File: src/rtl/gb_interrupt_controller_pkg.sv
// Shared types and constants for the GameBoy interrupt controller.
// Optional build macro GB_IRQ_EDGE_DETECT_EN is consumed by gb_interrupt_controller.sv.
package gb_interrupt_controller_pkg;

    typedef enum logic [2:0] {
        VBLANK = 3'd0,
        STAT   = 3'd1,
        TIMER  = 3'd2,
        SERIAL = 3'd3,
        JOYPAD = 3'd4
    } interrupt_source_t;

    typedef enum logic {
        INT_IDLE = 1'b0,
        INT_ACK  = 1'b1
    } int_ctrl_state_t;

    localparam logic [15:0] IF_ADDR         = 16'hFF0F;
    localparam logic [15:0] IE_ADDR         = 16'hFFFF;
    localparam logic [15:0] INT_VECTOR_BASE = 16'h0040;
    localparam int          NUM_IRQ         = 5;

    // Each source owns an 8-byte slot above the vector base.
    function automatic logic [15:0] irq_vector(input interrupt_source_t src);
        return INT_VECTOR_BASE + {10'b0, src, 3'b000};
    endfunction

endpackage

File: src/rtl/gb_interrupt_priority_enc.sv
// Combinational lowest-index-first priority encoder over the masked pending interrupts.
// Not affected by GB_IRQ_EDGE_DETECT_EN.
module gb_interrupt_priority_enc
    import gb_interrupt_controller_pkg::*;
(
    input  logic [NUM_IRQ-1:0] i_pending,
    output logic               o_valid,
    output interrupt_source_t  o_index,
    output logic [NUM_IRQ-1:0] o_clear_mask
);

    always_comb begin
        o_valid      = |i_pending;
        o_index      = VBLANK;
        o_clear_mask = '0;
        // Walk from highest index down so the lowest set bit wins.
        for (int i = NUM_IRQ - 1; i >= 0; i--) begin
            if (i_pending[i]) begin
                o_index         = interrupt_source_t'(i[2:0]);
                o_clear_mask    = '0;
                o_clear_mask[i] = 1'b1;
            end
        end
    end

endmodule

File: src/rtl/gb_interrupt_controller.sv
// GameBoy IF/IE register block with dispatch vector latch and pending indication.
// Define GB_IRQ_EDGE_DETECT_EN to treat irq_req as levels and set IF on rising edges only.
module gb_interrupt_controller
    import gb_interrupt_controller_pkg::*;
(
    input  logic        i_clk,
    input  logic        i_rst_n,
    input  logic [15:0] i_bus_addr,
    input  logic [7:0]  i_bus_wdata,
    input  logic        i_bus_we,
    input  logic        i_bus_re,
    output logic [7:0]  o_bus_rdata,
    output logic        o_bus_hit,
    input  logic [4:0]  i_irq_req,
    input  logic        i_clear_interrupt_flag,
    input  logic        i_vector_consume,
    output logic        o_int_pending,
    output logic [15:0] o_int_vector
);

    logic [NUM_IRQ-1:0] r_if;
    logic [7:0]         r_ie;
    logic [15:0]        r_int_vector;
    int_ctrl_state_t    r_state;
    int_ctrl_state_t    w_state_next;

    logic [NUM_IRQ-1:0] w_masked;
    logic               w_valid;
    interrupt_source_t  w_index;
    logic [NUM_IRQ-1:0] w_clear_mask;
    logic [NUM_IRQ-1:0] w_req_set;
    logic [NUM_IRQ-1:0] w_if_next;
    logic               w_if_sel;
    logic               w_ie_sel;
    logic               w_if_wr;
    logic               w_ie_wr;
    logic               w_latch_vector;
    logic [15:0]        w_vector_next;

    assign w_if_sel = (i_bus_addr == IF_ADDR);
    assign w_ie_sel = (i_bus_addr == IE_ADDR);
    assign w_if_wr  = i_bus_we && w_if_sel;
    assign w_ie_wr  = i_bus_we && w_ie_sel;

    assign o_bus_hit = i_bus_re && (w_if_sel || w_ie_sel);

    always_comb begin
        o_bus_rdata = 8'h00;
        if (o_bus_hit) begin
            o_bus_rdata = w_if_sel ? {3'b111, r_if} : r_ie;
        end
    end

    assign w_masked      = r_ie[NUM_IRQ-1:0] & r_if;
    assign o_int_pending = |w_masked;

    gb_interrupt_priority_enc u_prio (
        .i_pending    (w_masked),
        .o_valid      (w_valid),
        .o_index      (w_index),
        .o_clear_mask (w_clear_mask)
    );

`ifdef GB_IRQ_EDGE_DETECT_EN
    logic [NUM_IRQ-1:0] r_irq_prev;

    always_ff @(posedge i_clk or negedge i_rst_n) begin
        if (!i_rst_n) begin
            r_irq_prev <= '0;
        end else begin
            r_irq_prev <= i_irq_req;
        end
    end

    assign w_req_set = i_irq_req & ~r_irq_prev;
`else
    assign w_req_set = i_irq_req;
`endif

    // Per-bit next IF: request beats dispatch clear, which beats the bus write.
    for (genvar gi = 0; gi < NUM_IRQ; gi++) begin : g_if_bit
        assign w_if_next[gi] = w_req_set[gi]                                ? 1'b1 :
                               (i_clear_interrupt_flag && w_clear_mask[gi]) ? 1'b0 :
                               w_if_wr                                      ? i_bus_wdata[gi] :
                                                                              r_if[gi];
    end

    always_ff @(posedge i_clk or negedge i_rst_n) begin
        if (!i_rst_n) begin
            r_if <= '0;
            r_ie <= 8'h00;
        end else begin
            r_if <= w_if_next;
            if (w_ie_wr) begin
                r_ie <= i_bus_wdata;
            end
        end
    end

    always_ff @(posedge i_clk or negedge i_rst_n) begin
        if (!i_rst_n) begin
            r_state <= INT_IDLE;
        end else begin
            r_state <= w_state_next;
        end
    end

    always_comb begin
        w_state_next = r_state;
        case (r_state)
            INT_IDLE: if (i_clear_interrupt_flag) w_state_next = INT_ACK;
            INT_ACK: begin
                if (i_clear_interrupt_flag) begin
                    w_state_next = INT_ACK;
                end else if (i_vector_consume) begin
                    w_state_next = INT_IDLE;
                end
            end
            default: w_state_next = INT_IDLE;
        endcase
    end

    // A clear in either state (re)latches; nothing else disturbs the vector.
    always_comb begin
        w_latch_vector = 1'b0;
        w_vector_next  = 16'h0000;
        case (r_state)
            INT_IDLE, INT_ACK: w_latch_vector = i_clear_interrupt_flag;
            default:           w_latch_vector = 1'b0;
        endcase
        if (w_valid) begin
            w_vector_next = irq_vector(w_index);
        end
    end

    always_ff @(posedge i_clk or negedge i_rst_n) begin
        if (!i_rst_n) begin
            r_int_vector <= 16'h0000;
        end else if (w_latch_vector) begin
            r_int_vector <= w_vector_next;
        end
    end

    assign o_int_vector = r_int_vector;

endmodule

File: config.mk
export PLATFORM = sky130hd
export DESIGN_NAME = gb_interrupt_controller
export DESIGN_NICKNAME = d
export VERILOG_FILES = /design/src/rtl/gb_interrupt_controller_pkg.sv /design/src/rtl/gb_interrupt_priority_enc.sv /design/src/rtl/gb_interrupt_controller.sv
export SDC_FILE = /design/constraint.sdc
export NUM_CORES = 1
export LEC_CHECK = 0
export ABC_AREA = 1
export BUFFER_PORTS_ARGS = -buffer_cell sky130_fd_sc_hd__buf_4
export CAP_MARGIN = 0
export CORE_ASPECT_RATIO = 0.5
export CORE_MARGIN = 3
export CORE_UTILIZATION = 41
export DETAILED_ROUTE_END_ITERATION = 10
export PLACE_DENSITY = 0.75
export SLEW_MARGIN = 20
export SYNTH_ARGS = -nofsm -noshare
export SYNTH_HDL_FRONTEND = slang
export SYNTH_SLANG_ARGS = --single-unit
File: constraint.sdc
create_clock -name i_clk -period 1.1 [get_ports i_clk]
set_input_delay 0 -clock i_clk [delete_from_list [all_inputs] [get_ports i_clk]]
set_output_delay 0 -clock i_clk [all_outputs]
set_load 0.05 [all_outputs]
Word-level counts from Yosys, hierarchy flattened. Cells that the tools add are included.

Bits in registers: 29. Bits of input ports: 35. Output and inout port bits: 26. Logic and storage cells: 54.

Add/sub/neg operators: 1. Eq/ne operators: 2. Mux-type cells: 28. Bitwise operators: 1. Reduce and logical (&&, ||, !) cells: 15.

Operators by type and width (number): 16-bit == test, second input constant (2); 5-bit two-way mux (5); 8-bit two-way mux (3); 1-bit two-way mux (15); 3-bit two-way mux (5); 3-bit nonzero test (5); 7-bit by 6-bit adder with 8-bit output, first input constant (1); 1-bit logical AND (8); 5-bit AND (1); 5-bit OR reduction (1); 1-bit logical OR (1).

Longest topological paths before layout. Gate-level depths: netlist of the first run.

Depth in word-level cells: 9. Mapped depth: 9. Depth with buffers taken out: 9.

Modules after synthesis. A second synthesis of the first run with hierarchy kept.

Cells, all modules: 184. Area, all modules: 1275.0 um^2.

Modules (own cells, without submodules): gb_interrupt_controller (times used 1, cells an instance 166, area each 1192.4 um^2, seq. area each 425.4 um^2); gb_interrupt_priority_enc (times used 1, cells an instance 18, area each 82.6 um^2, seq. area each 0.0 um^2).

Worst setup path after synthesis of the first run. OpenSTA, ideal clock, no wires.

Path kind: reg2reg. Start: reg r_if[0]. End: reg r_int_vector[6], in the netlist o_int_vector[6]. Library setup time: 0.122 ns. Arrival: 1.199 ns. Required time: 0.978 ns. Path slack: -0.221 ns. Cell stages (with the launch flop): 7. Buffers on the path: 0. Clock period less this slack: 1.321 ns. Cells stage by stage: dfrtp_1 > nand2_1 > nand2_1 > inv_1 > nand3_1 > nand2_1 > nand2_1.

Elaborated cells on any way between the ends: 5. Classes of those cells: add/sub: 1; mux: 2; bitwise: 1; reduce/logical: 1.

RTL lines: start, declared (RTL line gb_interrupt_controller.sv:21) `logic [NUM_IRQ-1:0] r_if;`; start signal, assigned (RTL line gb_interrupt_controller.sv:93) `r_if <= w_if_next;`; 5-bit AND (RTL line gb_interrupt_controller.sv:54) `assign w_masked = r_ie[NUM_IRQ-1:0] & r_if;`; 5-bit OR reduction; net o_int_pending (RTL line gb_interrupt_controller.sv:17) `output logic o_int_pending,`; 8-bit two-way mux (RTL line gb_interrupt_controller.sv:131) `if (w_valid) begin`; end signal, assigned (RTL line gb_interrupt_controller.sv:140) `r_int_vector <= w_vector_next;`; end, declared (RTL line gb_interrupt_controller.sv:23) `logic [15:0] r_int_vector;`.

The timed path passes the listed nets, and every way through them passes these cells. A chain may end at the register's enable or synchronous reset.

Worst setup path in the final report of the first run.
Start: reg r_if[3]. End: out o_bus_rdata[3].

Word-level cells in the longest chain between the ends: 2.

RTL lines: 8-bit two-way mux (RTL line gb_interrupt_controller.sv:50) `o_bus_rdata = w_if_sel ? {3'b111, r_if} : r_ie;`; 8-bit two-way mux (RTL line gb_interrupt_controller.sv:49) `if (o_bus_hit) begin`; end, declared (RTL line gb_interrupt_controller.sv:12) `output logic [7:0] o_bus_rdata,`.

Every way passes these cells.

==> results.py, run 1 <==
metrics = {
    "logic_synthesis": {
        "synth.area.top_cells": "dfrtp_1, nand2_1, nand3_1",
        "ys.warnings.count": 0,
        "synthDistinctLibCells": 17,
        "avgSynthCellArea_sq_um": 6.669,
        "synth_edf_count": 0,
        "yosysSeqAreaShare_pct": 33.93,
        "synth_top_area_share_pct": 33.93,
        "synthTopCellsByCount": "nand2_1, inv_1, nand3_1",
        "async_reset_ff_share_pct": 100.0,
        "synth_ff_type": "dfrtp_1",
        "yosysTopAreaCell": "dfrtp_1",
        "synth_area_sq_um": 1254,
        "yosysMostFrequentCell": "nand2_1",
        "netlist_instances": 188,
        "ys_seq_elements": 17,
    },
    "drt": {
        "routed_via_density": 4.847,
        "wirelength_um": 4047,
        "detail-route-antenna-nets": 0,
        "wl_per_cell_um": 13.14,
        "drt-initial-drc-count": 84,
        "drc": 0,
        "vias": 1493,
        "dr.pass1.iters": 5,
    },
    "cts": {
        "cts_buffer_depth": 2,
        "cts.clk_slew.worst_paths_ns": 0.06,
        "cts.sinks": 17,
        "clockRootBuffer": "clkbuf_8",
        "cts_tree": "done",
        "htree_levels": 1,
        "clock_latency_ns": 0.26,
        "cts_inserted_buffers": 3,
    },
    "setup_path": {
        "timing.rr.end": "r_if[4]$_DFFE_PN0P_",
        "rr_worst_depth": 9,
        "r2r_start": "r_if[3]$_DFFE_PN0P_",
        "end_kind": "output pin",
        "critPathKind": "reg -> out",
        "start_kind": "register",
        "r2r_slack_ns": -0.13,
        "arrival_ns": 1.27,
        "critical_path_required_ns": 1.10,
        "cp_max_fo": 2,
    },
    "power": {
        "ir_worst_vdd_mv": 0.5787,
        "power.total_mw": 1.510,
        "power.density_nw_per_um2": 699.2,
        "leakagePower_nw": 1.219,
    },
    "die": {
        "die_w_um": 84.20,
        "ioPinCount": 61,
        "start_util_pct": 45.61,
        "fp.dieH_um": 45.10,
        "die-area_sq_um": 3797,
        "coreArea_sq_um": 2749,
        "rows": 13,
    },
    "global_routing": {
        "grt_pass1_wl_um": 5775,
        "grt_pass1_vias": 1276,
        "grt-busiest-layer": "met2",
        "grt_max_degree": 18,
        "met3_usage_pct": 4.554,
        "grtUsageMet1_pct": 23.63,
        "grt_overflow": 0,
        "grt.met2_usage_pct": 36.21,
        "antenna_found_initial": 0,
        "grt_use_total_pct": 19.36,
    },
    "placement": {
        "dpl.hpwl_um": 2506,
        "gp_congestion": 0.8095,
        "dpl.cell_count": 285,
        "port_buffers": 47,
    },
    "timing": {
        "finalSetupTns_ns": -0.8525,
        "post-route-min-period_ns": 1.270,
        "setup_viol": 10,
        "timing.final.crit_share_pct": 115.5,
        "fin_skew_ns": 0.001057,
        "drv_slew": 0,
        "holdWs_ns": 0.002243,
        "layout_setup_ws_ns": -0.1704,
        "hold_violations": 0,
        "rsz0062_at_grt": "yes",
        "clock.fmax_mhz": 787.2,
    },
    "status": {
        "outcome": "complete, but fails checks",
        "violations": "setup timing",
    },
    "run": {
        "drv_cap": 0,
    },
    "min_path": {
        "min-delay-start": "i_bus_wdata[1]",
        "hold_end": "r_ie[1]$_DFFE_PN0P_",
        "hold_depth": 3,
        "hp-class": "in -> reg",
    },
    "finish": {
        "area_growth_pct": 72.26,
        "utilization_pct": 78.56,
        "num-fill-cells": 199,
        "final_cells": 308,
        "drive_gt1_share_pct": 46.86,
        "antenna_cells": 0,
        "nNetsFinal": 307,
    },
}
## per-stage QoR
stage | area [sq um] | setup WS [ns]
finish | 2160 | -0.1704
floorplan | 1303 | -0.1806
global placement | 1742 | -0.008847
detailed placement | 1742 | -0.1196
global route | 2160 | -0.1956
CTS | 1976 | -0.1097
## cells in the final DEF, fill, tap and decap left out
master,n
nand2_1,65
buf_4,54
dfrtp_1,17
nand3_1,16
inv_1,15
buf_6,15
conb_1,12
nand2_2,11
nor2_2,9
dlygate4sd3_1,8
nor2_4,7
inv_2,6
nand2_4,5
nor2_1,5
nand4_1,5
nand3_4,3
nand3_2,3
clkbuf_8,3
inv_4,2
buf_8,2
buf_12,2
nor2_8,1
nand2_8,1
clkinvlp_4,1
inv_6,1
o21ai_2,1
clkbuf_1,1
## critical path, stage by stage, from the launching register on
cell     delay, ns
dfrtp_1       0.40
buf_6         0.12
nand3_2       0.06
nand2_1       0.09
inv_2         0.05
nor2_4        0.13
buf_8         0.16
## cells by family after synthesis
kind of cell	count (synthesis)	synth area share (%)
other	1	0.2991
buffers and inverters	38	15.67
and+or+nand+nor	131	49.70
AOI/OAI and AO/OA	1	0.3988
DFF	17	33.93
## registers in the layout, summed over array words and instances, names as in the netlist
signal        count
r_ie              8
o_int_vector      4
r_if              5
## layer usage
layer / part of all wire, % / vias to the layer above / routed length [um]
met4: 1.1 / 0 / 46
met5: 0 / - / 0
li1: - / 717 / -
met2: 50 / 73 / 2019
met1: 41 / 696 / 1640
met3: 8.4 / 7 / 341
## worst max path at each step
stage	end	depth (start not counted)	slack, ns	start
after CTS	o_int_pending	6	-0.11	r_ie[2]$_DFFE_PN0P_
after detailed placement	r_if[2]$_DFFE_PN0P_	8	-0.12	r_if[1]$_DFFE_PN0P_
after floorplan	o_bus_rdata[0]	7	-0.18	i_bus_addr[6]
final	o_bus_rdata[3]	6	-0.17	r_if[3]$_DFFE_PN0P_
after global routing	r_if[4]$_DFFE_PN0P_	9	-0.20	r_if[2]$_DFFE_PN0P_
after global placement	r_if[4]$_DFFE_PN0P_	8	-0.009	r_if[1]$_DFFE_PN0P_
## report_power, final
| part | internal, mW | switching (mW) | total (mW) |
|---|---|---|---|
| Combinational | 0.162 | 0.215 | 0.377 |
| Sequential | 0.642 | 0.0148 | 0.657 |
| Clock | 0.258 | 0.218 | 0.476 |
## repair_timing
action	in CTS	in global routing
hold buffers	8	0
hold endpoints to repair	24	0
resized for setup	22	44
setup buffers	6	5
pin swaps	9	14
setup endpoints to repair	10	19
## area by class of cell
| class | count | area (sq um) | area share (%) |
|---|---|---|---|
| clock buffers | 4 | 45.04 | 2.086 |
| inverters | 25 | 107.6 | 4.983 |
| multi-input cells | 144 | 810.8 | 37.54 |
| flip-flops and latches | 17 | 425.4 | 19.70 |
| well taps | 37 | 46.29 | 2.144 |
| repair buffers | 81 | 724.4 | 33.55 |
No activity file was read; power rests on OpenSTA's default activity.
==> inputs of run 2 (changes only) <==
--- a/constraint.sdc
+++ b/constraint.sdc
@@ -3,2 +3,2 @@
 set_output_delay 0 -clock i_clk [all_outputs]
-set_load 0.05 [all_outputs]
+set_load 0.01 [all_outputs]
==> run 2 against run 1 <==
The flow finishes with violations (hold timing, setup timing). Routed wire length shrank 18%. Global-route usage shrank 1.7 points. First-iteration DRC count shrank 44%. Die area is the same. Count of clock-buffer cells in the layout shrank 1. Hold slack lost 0.0023 ns. Fmax grew 9.3%. Non-clock buffer count shrank 11. Clock power shrank 2%. Power shrank 7.7%. Register-to-register slack gained 0.11 ns. Critical path depth shrank 1.
==> results.py, run 2 (synthesized netlist as in run 1, its figures left out) <==
metrics = {
    "finish": {
        "antenna_cells": 0,
        "drive_gt1_share_pct": 39.23,
        "num-fill-cells": 228,
        "mostFrequentLayoutCell": "nand2_1",
        "largest_register_ffs": 8,
        "final_cell_mix": "nand2_1, buf_4, inv_1",
        "largest-register": "r_ie",
        "finalInstanceArea_sq_um": 1927,
        "nNetsFinal": 296,
        "area_growth_pct": 53.69,
    },
    "drt": {
        "drt-initial-drc-count": 47,
        "detail-route-antenna-nets": 0,
        "vias": 1352,
        "wl_per_cell_um": 11.15,
        "drc": 0,
        "dr.pass1.iters": 4,
        "routed_via_density": 4.552,
        "wirelength_um": 3313,
    },
    "setup_path": {
        "slowest_delay_ns": 0.37,
        "cpMaxStageDelayCell": "dfrtp_1",
        "crit_chain": "nand2_1 -> nand2_2 -> inv_1 -> nand3_4 -> buf_6",
        "cp_max_fo": 3,
        "arrival_ns": 1.16,
        "critPathTopFamily": "flip-flops",
        "critical_path_required_ns": 1.10,
        "crit_buf_inv": 2,
        "end_kind": "output pin",
        "start_kind": "register",
        "critPathKind": "reg -> out",
    },
    "die": {
        "start_util_pct": 45.61,
        "coreArea_sq_um": 2749,
        "ioPinCount": 61,
        "die_w_um": 84.20,
        "die-area_sq_um": 3797,
        "fp.dieH_um": 45.10,
        "rows": 13,
    },
    "cts": {
        "cts_inserted_buffers": 3,
        "cts.sinks": 17,
        "cts_tree": "done",
        "clockRootBuffer": "clkbuf_8",
        "cts.clk_slew.worst_paths_ns": 0.06,
        "htree_levels": 1,
        "clock_latency_ns": 0.25,
        "cts_buffer_depth": 2,
    },
    "timing": {
        "drv_slew": 0,
        "layout_setup_ws_ns": -0.06277,
        "clock.fmax_mhz": 860.0,
        "post-route-min-period_ns": 1.163,
        "holdWs_ns": -0.00007985,
        "hold_violations": 1,
        "setup_viol": 7,
        "fin_skew_ns": 0.005125,
        "rsz0062_at_grt": "yes",
        "timing.final.crit_share_pct": 105.7,
    },
    "placement": {
        "dpl.hpwl_um": 2469,
        "gp_congestion": 0.8392,
        "place_area_sq_um": 1689,
        "port_buffers": 47,
    },
    "global_routing": {
        "grt_overflow": 0,
        "grt_pass1_wl_um": 5333,
        "grt_pass1_vias": 1257,
        "grt_max_degree": 18,
        "antenna_found_initial": 0,
        "grt_use_total_pct": 17.64,
    },
    "power": {
        "power_frac_seq_pct": 46.9,
        "power_frac_comb_pct": 19.5,
        "p_int_mw": 1.036,
        "switchingPower_uw": 357.7,
        "leakagePower_nw": 1.156,
        "swShare_pct": 25.66,
        "power.density_nw_per_um2": 723.6,
        "clockPowerShare_pct": 33.6,
        "ir_worst_vdd_mv": 0.9443,
    },
    "status": {
        "violations": "hold timing, setup timing",
        "outcome": "complete, but fails checks",
    },
    "run": {
        "drv_cap": 0,
    },
    "min_path": {
        "hp-class": "in -> reg",
    },
}
run 2: cell types whose count changed in the layout (fill, tap and decap cells not counted), sizes merged:
cell         change
buf             -10
inv              +1
clkinvlp         -1
clkbuf           -1
clkinv           +1
dlygate4sd3      -1
run 2: path summary, 6_finish.rpt:
path / startpoint / endpoint / slack [ns] / cells past startpoint
min in group asynchronous: i_rst_n / r_ie[4]$_DFFE_PN0P_ / 0.16 / 2
hold reg to reg: r_ie[6]$_DFFE_PN0P_ / r_ie[6]$_DFFE_PN0P_ / 0.49 / 2
hold / removal: i_bus_wdata[7] / r_ie[7]$_DFFE_PN0P_ / -0.00008 / 3
setup / recovery: r_if[2]$_DFFE_PN0P_ / o_int_pending / -0.06 / 5
max in group asynchronous: i_rst_n / r_if[3]$_DFFE_PN0P_ / 0.75 / 2
setup reg to reg: r_ie[0]$_DFFE_PN0P_ / r_if[3]$_DFFE_PN0P_ / -0.02 / 8
run 2: cell type report:
cell class / instances / area, sq um / area share (%)
Clock buffer: 3 / 41.29 / 2.143
Clock inverter: 1 / 5.005 / 0.2597
Inverter: 25 / 98.84 / 5.130
Multi-Input combinational cell: 144 / 735.7 / 38.18
Sequential cell: 17 / 425.4 / 22.08
Tap cell: 37 / 46.29 / 2.403
Timing Repair Buffer: 70 / 574.3 / 29.81
run 2: what timing repair did:
item | CTS | global route
pin swaps | 12 | 6
setup buffers | 2 | 2
resized for setup | 13 | 14
endpoints found under the hold margin | 23 | 0
hold buffers | 7 | 0
gates cloned | 0 | 0
setup endpoints to repair | 9 | 18
run 2: metrics by stage:
stage | utilization (%) | std cells | total power, mW | setup WS, ns | setup TNS, ns
2_1_floorplan | - | 199 | 0.7893 | 0.01082 | 0
3_3_place_gp | 61.45 | 282 | 0.8938 | -0.008940 | -0.008940
3_5_place_dp | 61.45 | 282 | 0.9000 | -0.06718 | -0.1519
4_1_cts | 67.73 | 295 | 1.403 | -0.04950 | -0.2095
5_1_grt | 70.10 | 297 | 1.467 | -0.1140 | -0.9123
6_report | 70.10 | 297 | 1.394 | -0.06277 | -0.1630
run 2: worst min-delay path, cell delays in order:
cell and delay [ns]:
buf_4 0.08, nand3_1 0.07, nand2_1 0.07
run 2: power by group through the flow:
| stage | Combinational, mW | Clock, mW | Sequential (mW) |
|---|---|---|---|
| detailed placement | 0.237 | 0 | 0.663 |
| finish | 0.272 | 0.468 | 0.654 |
| floorplan | 0.125 | 0 | 0.664 |
| global route | 0.301 | 0.511 | 0.655 |
| CTS | 0.268 | 0.482 | 0.652 |
| global placement | 0.231 | 0 | 0.663 |
run 2: layer usage:
metal	track usage, %	vias to the layer above	routed length (um)
met4	1.923	0	29
met2	33.70	51	1644
li1	-	697	-
met1	21.46	600	1394
met5	0	-	0
met3	4.189	4	244
